<file path="src/rtl/rtc_frame_loader_if.sv">
// Bus bundle between the RTC capture sequencer, the RTC byte source and the
// character generator that reads the committed display bank.
interface rtc_frame_loader_if #(
  parameter int DW = 8,
  parameter int AW = 3
) ();
  logic          frame_tick;
  logic          upd_req;
  logic [DW-1:0] dato_rtc;
  logic          inicio_secuencia;
  logic [AW-1:0] rd_addr;
  logic [DW-1:0] rd_data;
  logic          busy;
  logic          commit;
  logic          overrun;

  modport master (
    output frame_tick, upd_req, dato_rtc, rd_addr,
    input  inicio_secuencia, rd_data, busy, commit, overrun
  );

  modport slave (
    input  frame_tick, upd_req, dato_rtc, rd_addr,
    output inicio_secuencia, rd_data, busy, commit, overrun
  );
endinterface

</file>
<file path="src/rtl/rtc_frame_loader.sv">
// Frame-synchronous RTC capture: bytes land in a shadow bank during the
// sequence and are copied to the display bank in one cycle, so reads never tear.
module rtc_frame_loader #(
  parameter int NUM_BYTES = 8,
  parameter int DW        = 8,
  parameter int AW        = 3
) (
  input  logic              clk,
  input  logic              reset,
  rtc_frame_loader_if.slave bus
);
  localparam int            CW   = (NUM_BYTES > 1) ? $clog2(NUM_BYTES) : 1;
  localparam logic [CW-1:0] LAST = CW'(NUM_BYTES - 1);

  typedef enum logic [2:0] {
    IDLE       = 3'd0,
    WAIT_FRAME = 3'd1,
    START      = 3'd2,
    CAPTURE    = 3'd3,
    COMMIT     = 3'd4
  } state_e;

  state_e        state_q, state_d;
  logic          pending_q, pending_d;
  logic [CW-1:0] cnt_q, cnt_d;
  logic          overrun_q, overrun_d;
  logic [DW-1:0] shadow_q  [NUM_BYTES];
  logic [DW-1:0] display_q [NUM_BYTES];

  // State register
  always_ff @(posedge clk or negedge reset) begin
    if (!reset) begin
      state_q   <= IDLE;
      pending_q <= 1'b0;
      cnt_q     <= '0;
      overrun_q <= 1'b0;
    end else begin
      state_q   <= state_d;
      pending_q <= pending_d;
      cnt_q     <= cnt_d;
      overrun_q <= overrun_d;
    end
  end

  // Next-state logic
  always_comb begin
    state_d = state_q;
    case (state_q)
      IDLE: begin
        if (bus.upd_req) begin
          state_d = bus.frame_tick ? START : WAIT_FRAME;
        end
      end
      WAIT_FRAME: begin
        if (bus.frame_tick) begin
          state_d = START;
        end
      end
      START: begin
        state_d = CAPTURE;
      end
      CAPTURE: begin
        if (cnt_q == LAST) begin
          state_d = COMMIT;
        end
      end
      COMMIT: begin
        // A request arriving in this very cycle must still queue a follow-up.
        state_d = (pending_q || bus.upd_req) ? WAIT_FRAME : IDLE;
      end
      default: begin
        state_d = IDLE;
      end
    endcase
  end

  // Request bookkeeping and byte counter
  always_comb begin
    pending_d = pending_q;
    overrun_d = bus.upd_req && pending_q && (state_q != IDLE);
    if (state_d == START) begin
      pending_d = 1'b0;
    end else if (bus.upd_req) begin
      pending_d = 1'b1;
    end

    cnt_d = cnt_q;
    case (state_q)
      START:   cnt_d = '0;
      CAPTURE: if (cnt_q != LAST) cnt_d = cnt_q + 1'b1;
      COMMIT:  cnt_d = '0;
      default: cnt_d = cnt_q;
    endcase
  end

  // Shadow and display banks; reset wipes both so no partial data survives.
  always_ff @(posedge clk or negedge reset) begin
    if (!reset) begin
      for (int i = 0; i < NUM_BYTES; i++) begin
        shadow_q[i]  <= '0;
        display_q[i] <= '0;
      end
    end else begin
      for (int i = 0; i < NUM_BYTES; i++) begin
        if (state_q == CAPTURE && cnt_q == CW'(i)) begin
          shadow_q[i] <= bus.dato_rtc;
        end
        if (state_q == COMMIT) begin
          display_q[i] <= shadow_q[i];
        end
      end
    end
  end

  // Output logic
  always_comb begin
    bus.inicio_secuencia = (state_q == START) || (state_q == CAPTURE);
    bus.busy             = (state_q != IDLE);
    bus.commit           = (state_q == COMMIT);
    bus.overrun          = overrun_q;
  end

  always_comb begin
    bus.rd_data = '0;
    if (int'(bus.rd_addr) < NUM_BYTES) begin
      bus.rd_data = display_q[bus.rd_addr];
    end
  end
endmodule

</file>
<file path="src/flat_wrapper.sv">
// flat-port wrapper written by rule: the top's interface ports become plain ports
module rtc_frame_loader_flat 
#(
  parameter int NUM_BYTES = 8,
  parameter int DW        = 8,
  parameter int AW        = 3
)
  (clk, reset, bus_frame_tick, bus_upd_req, bus_dato_rtc, bus_rd_addr, bus_inicio_secuencia, bus_rd_data, bus_busy, bus_commit, bus_overrun);
  rtc_frame_loader_if #(.DW(DW), .AW(AW)) bus_i ();
  input  logic clk;
  input  logic reset;
  input wire logic [$bits(bus_i.frame_tick)-1:0] bus_frame_tick;
  input wire logic [$bits(bus_i.upd_req)-1:0] bus_upd_req;
  input wire logic [$bits(bus_i.dato_rtc)-1:0] bus_dato_rtc;
  input wire logic [$bits(bus_i.rd_addr)-1:0] bus_rd_addr;
  output wire logic [$bits(bus_i.inicio_secuencia)-1:0] bus_inicio_secuencia;
  output wire logic [$bits(bus_i.rd_data)-1:0] bus_rd_data;
  output wire logic [$bits(bus_i.busy)-1:0] bus_busy;
  output wire logic [$bits(bus_i.commit)-1:0] bus_commit;
  output wire logic [$bits(bus_i.overrun)-1:0] bus_overrun;
  assign bus_i.frame_tick = bus_frame_tick;
  assign bus_i.upd_req = bus_upd_req;
  assign bus_i.dato_rtc = bus_dato_rtc;
  assign bus_i.rd_addr = bus_rd_addr;
  assign bus_inicio_secuencia = bus_i.inicio_secuencia;
  assign bus_rd_data = bus_i.rd_data;
  assign bus_busy = bus_i.busy;
  assign bus_commit = bus_i.commit;
  assign bus_overrun = bus_i.overrun;
  rtc_frame_loader #(.NUM_BYTES(NUM_BYTES), .DW(DW), .AW(AW)) u_core (.clk(clk), .reset(reset), .bus(bus_i));
endmodule
</file>
<file path="config.mk">
export PLATFORM = sky130hd
export DESIGN_NAME = rtc_frame_loader_flat
export DESIGN_NICKNAME = d
export VERILOG_FILES = /design/src/rtl/rtc_frame_loader_if.sv /design/src/rtl/rtc_frame_loader.sv /design/src/flat_wrapper.sv
export SDC_FILE = /design/constraint.sdc
export NUM_CORES = 1
export LEC_CHECK = 0
export ABC_CLOCK_PERIOD_IN_PS = 4800
export CORE_MARGIN = 5
export CORE_UTILIZATION = 64
export CTS_BUF_LIST = sky130_fd_sc_hd__clkbuf_4 sky130_fd_sc_hd__clkbuf_8 sky130_fd_sc_hd__clkbuf_16
export CTS_CLUSTER_DIAMETER = 40
export DETAILED_ROUTE_END_ITERATION = 12
export PLACE_DENSITY = 0.8
export RECOVER_POWER = 50
export SYNTH_ARGS = -nofsm -noshare
export SYNTH_HDL_FRONTEND = slang
export SYNTH_SLANG_ARGS = --single-unit
</file>
<file path="constraint.sdc">
create_clock -name clk -period 4.8 [get_ports clk]
set_clock_uncertainty 0.2 [all_clocks]
set_input_delay 0.48 -clock clk [delete_from_list [all_inputs] [get_ports clk]]
set_output_delay 0.48 -clock clk [all_outputs]
set_load 0.02 [all_outputs]
</file>
# After elaboration in Yosys (flattened, before gate mapping)
# Cells that the tools add are included.
# Widths: inputs -> output; s select.
# totals
elab_cells,69
reg_bits,136
input_bits,15
# classes
n_addsub,1
bitwise,1
reduce_logical,19
eq_ne,14
n_mux,13
order_cmp,1
# op_table
operator,count
$bmux 8 s3,1
$mux 8,2
$eq 3x2->1 const B,5
$eq 3x3->1 const B,5
$pmux 3 s5,1
$mux 3,4
$logic_and 1x1->1,10
$eq 3x1->1 const B,2
$logic_not 3->1,2
$pmux 3 s2,1
$ge 4x4->1 const B,1
$not 3->4,1
$reduce_bool 2->1,2
$add 3x1->3 const B,1
$mux 1,3
$ne 3x3->1 const B,1
$reduce_bool 3->1,1
$logic_or 1x1->1,2
$mux 2,1
$ne 2x1->1 const B,1
$reduce_and 2->1,1
$reduce_or 2->1,1

# Depth between registers and ports, before layout
# depth
depth_word,5
ltp_mapped,6
mapped_depth_nobuf,5

# Worst setup path before layout
# No wires, ideal clock.
# synth_timing
path_kind,input to output
from,in bus_rd_addr[0]
to,out bus_rd_data[0]
t_required_ns,4.120
setup_slack_ns,2.547
path_stages,4
arrival_time_ns,1.573
path_cell_list,buf_6 buf_12 mux4_1 mux2_2
# synth_between
elab_chain_cells,4
# synth_lines
item,line_no,text
from (decl),flat_wrapper.sv:15,input wire logic [$bits(bus_i.rd_addr)-1:0] bus_rd_addr;
$not 3->4 (not written as such),rtc_frame_loader.sv:126,bus.rd_data = display_q[bus.rd_addr];
$bmux 8 s3,rtc_frame_loader.sv:126,
$mux 8 (not written as such) (2 in a row),rtc_frame_loader.sv:126,
to (decl),flat_wrapper.sv:17,output wire logic [$bits(bus_i.rd_data)-1:0] bus_rd_data;
# Every way passes these cells. The select of a mux whose other input is x is not followed.

==> results by group <==
STA
  • Final Max Slew Viols: 56
  • Least-Margin Pin Slew: 2.98 ns
  • Slew Limit Headroom: -98.5%
  • Minimum clock period after layout: 3.48 ns
  • Fin crit share: 72.6%
  • Final setup margin: 1.32 ns
  • Hold Fails Final Rpt: 0
  • Setup TNS: 0 ns
  • Fmax achieved: 287 MHz
  • RSZ-0062 raised after global routing: no
  • # setup viols final: 0
  • Hold_ws: 0.299 ns

Die
  • Initial Utilization: 64.6%
  • Total core area: 9110 µm²
  • Row cnt: 35
  • Die height: 106 µm
  • Die area: 11200 µm²
  • I/O Pins: 27
  • Die width: 106 µm

Route
  • DRT Pass-1 Iters: 5
  • DR vias: 3116
  • Total wire length: 11300 µm
  • Initial DRC count: 120
  • DR vias/cell: 6.07
  • Remaining antenna violation count: 0
  • DRC viols: 0
  • Wire length per cell: 22.0 µm

Worst setup path
  • WS Path Type: in -> async
  • CP Data Required Time: 5.20 ns
  • Crit. End Element: async pin
  • Arr. time, crit path: 3.89 ns
  • Setup crit start kind: input pin
  • Crit path max fanout: 55

GRT
  • Initial antenna violation count: 0
  • Vias in the first global route: 3380
  • GRT Overall Usage: 22.5%
  • GR Overflow Total: 0
  • First-pass GRT wire length: 18900 µm
  • Pin count of the biggest net entering global routing: 65

CTS
  • Clock buffer depth: 2
  • CTS tree: built
  • Number of resized instances in the post-cts repair step: 0
  • Clock Latency Late Sink: 0.50 ns
  • Num CTS Buffers: 17
  • # H-tree levels: 4
  • CTS root buffer: clkbuf_8
  • Clock slew at reported path FFs: 0.06 ns
  • Clock sink count: 136

Power
  • Max VDD drop: 0.330 mV
  • Pleak: 3.23 nW
  • Gate power share: 22.3%
  • Sequential power share: 42.6%
  • Pwr Total: 4.11 mW
  • Clock Power Share: 35.0%
  • PD cells: 600 nW/µm²
  • Switching share of power: 26.4%
  • Psw: 1.09 mW
  • Pint: 3.03 mW

Placed design
  • DP Area: 6200 µm²
  • Placed cells: 481
  • Hpwl dp: 6740 µm
  • Setup WS pre-CTS: 1.42 ns
  • Routability cong.: 0.764
  • Input/output buffers: 26

Finish
  • Fraction of layout cells with a size suffix above 1: 44.8%
  • Fin cells: 513
  • Most common cell after layout, fill and taps aside: dfrtp_1
  • Antenna diodes: 0
  • Fin area: 6860 µm²
  • Most frequent cells in the layout: 136 x dfrtp_1, 128 x mux2_2, 25 x clkdlybuf4s50_1, 16 x clkbuf_16, 15 x mux4_1
  • Synth-to-Final Area Change: 16.6%
  • Fillers: 556
  • Nets: 411
  • Layout Utilization: 75.3%

Worst hold path
  • Hold Path Class: reg -> reg

Status
  • Failing checks: capacitance limit, slew limit
  • Status: complete, but fails checks

Logic synthesis
  • Cell Area, Synth: 5880 µm²
  • Post-Synthesis Cells: 358
  • Syn avg cell area: 16.4 µm²
  • Post-synth top area cell: dfrtp_1
  • Sequential area share after synthesis: 57.9%
  • Area share of the largest cell type after synthesis: 57.9%
  • Ys Warns: 0
  • Post-synthesis register bit count: 136
  • Synth top area cells: dfrtp_1 58%, mux2_2 25%, mux4_1 6.7%, mux2_4 2.0%, ha_1 1.3%
  • Syn nets: 379
  • Netlist cell types: 35

Flow run
  • Max-Cap Viols: 1
[worst paths after layout]
check	from	end	slack, ns	depth (start not counted)
max	reset	u_core.display_q[5]	1.32	3
max in group clk	bus_rd_addr[2]	bus_rd_data[4]	1.43	4
min	u_core.display_q[60]	u_core.display_q[60]	0.30	1
min in group asynchronous	reset	u_core.shadow_q[0]	1.31	2
max reg2reg	u_core.state_q[2]	u_core.display_q[50]	2.29	4
min reg2reg	u_core.display_q[60]	u_core.display_q[60]	0.30	1
[critical path, stage by stage]
cell	delay, ns
dlygate4sd3_1	0.53
clkbuf_1	2.11
buf_4	0.74
[layer usage]
layer | share of wire (%) | vias to the layer above | GRT usage [%]
met3 | 3.5 | 7 | 6.06
li1 | - | 1391 | -
met5 | 0 | - | 0
met4 | 1.4 | 0 | 6.57
met2 | 51 | 58 | 36.5
met1 | 44 | 1660 | 30.1
[synth_stat cells, drive strengths merged]
cell type,count
a21oi,1
clkbuf,1
ha,6
mux2,136
and3,1
o21ai,1
nand2b,4
nor2,7
a32o,1
buf,17
nand2,5
nor3,3
dfrtp,136
o31ai,2
mux4,16
or3,2
a311oi,1
nand3,3
inv,5
o22ai,1
a22o,3
o22a,1
nor2b,3
o21a,1
a22oi,1
[sequential cells by signal (all words and copies together), names as in the netlist]
| register | cells |
|---|---|
| u_core.cnt_q | 3 |
| u_core.pending_q | 1 |
| u_core.shadow_q | 64 |
| u_core.bus.overrun | 1 |
| u_core.state_q | 3 |
| u_core.display_q | 64 |
[cell type report]
cell class	count	area [µm²]	share of cell area (%)
Clock buffer	19	435	6.35
Multi-Input combinational cell	199	2340	34.2
Clock inverter	12	223	3.25
Inverter	5	18.8	0.274
Sequential cell	136	3400	49.6
Timing Repair Buffer	31	294	4.29
Tap cell	111	139	2.03
[repair_timing]
| item | in CTS | in global routing |
|---|---|---|
| hold buffers | 1 | 0 |
| endpoints found under the hold margin | 53 | 0 |
| setup buffers | 0 | 0 |
[power by group through the flow]
stage          sequential [mW]  combinational, mW  clock (mW)
4_1_cts                   1.75              0.938        1.46
5_1_grt                   1.80               1.00        1.53
2_1_floorplan             1.66              0.763           0
3_5_place_dp              1.76              0.927           0
6_report                  1.75              0.919        1.44
3_3_place_gp              1.73              0.889           0
[kinds of logic after synthesis]
group | share of synthesized area [%]
AOI/OAI and AO/OA | 1.70
adders and majority gates | 1.28
DFF | 57.9
and+or+nand+nor | 3.19
buffers and inverters | 2.34
muxes | 33.6
Power figures use the tool's default switching activity.
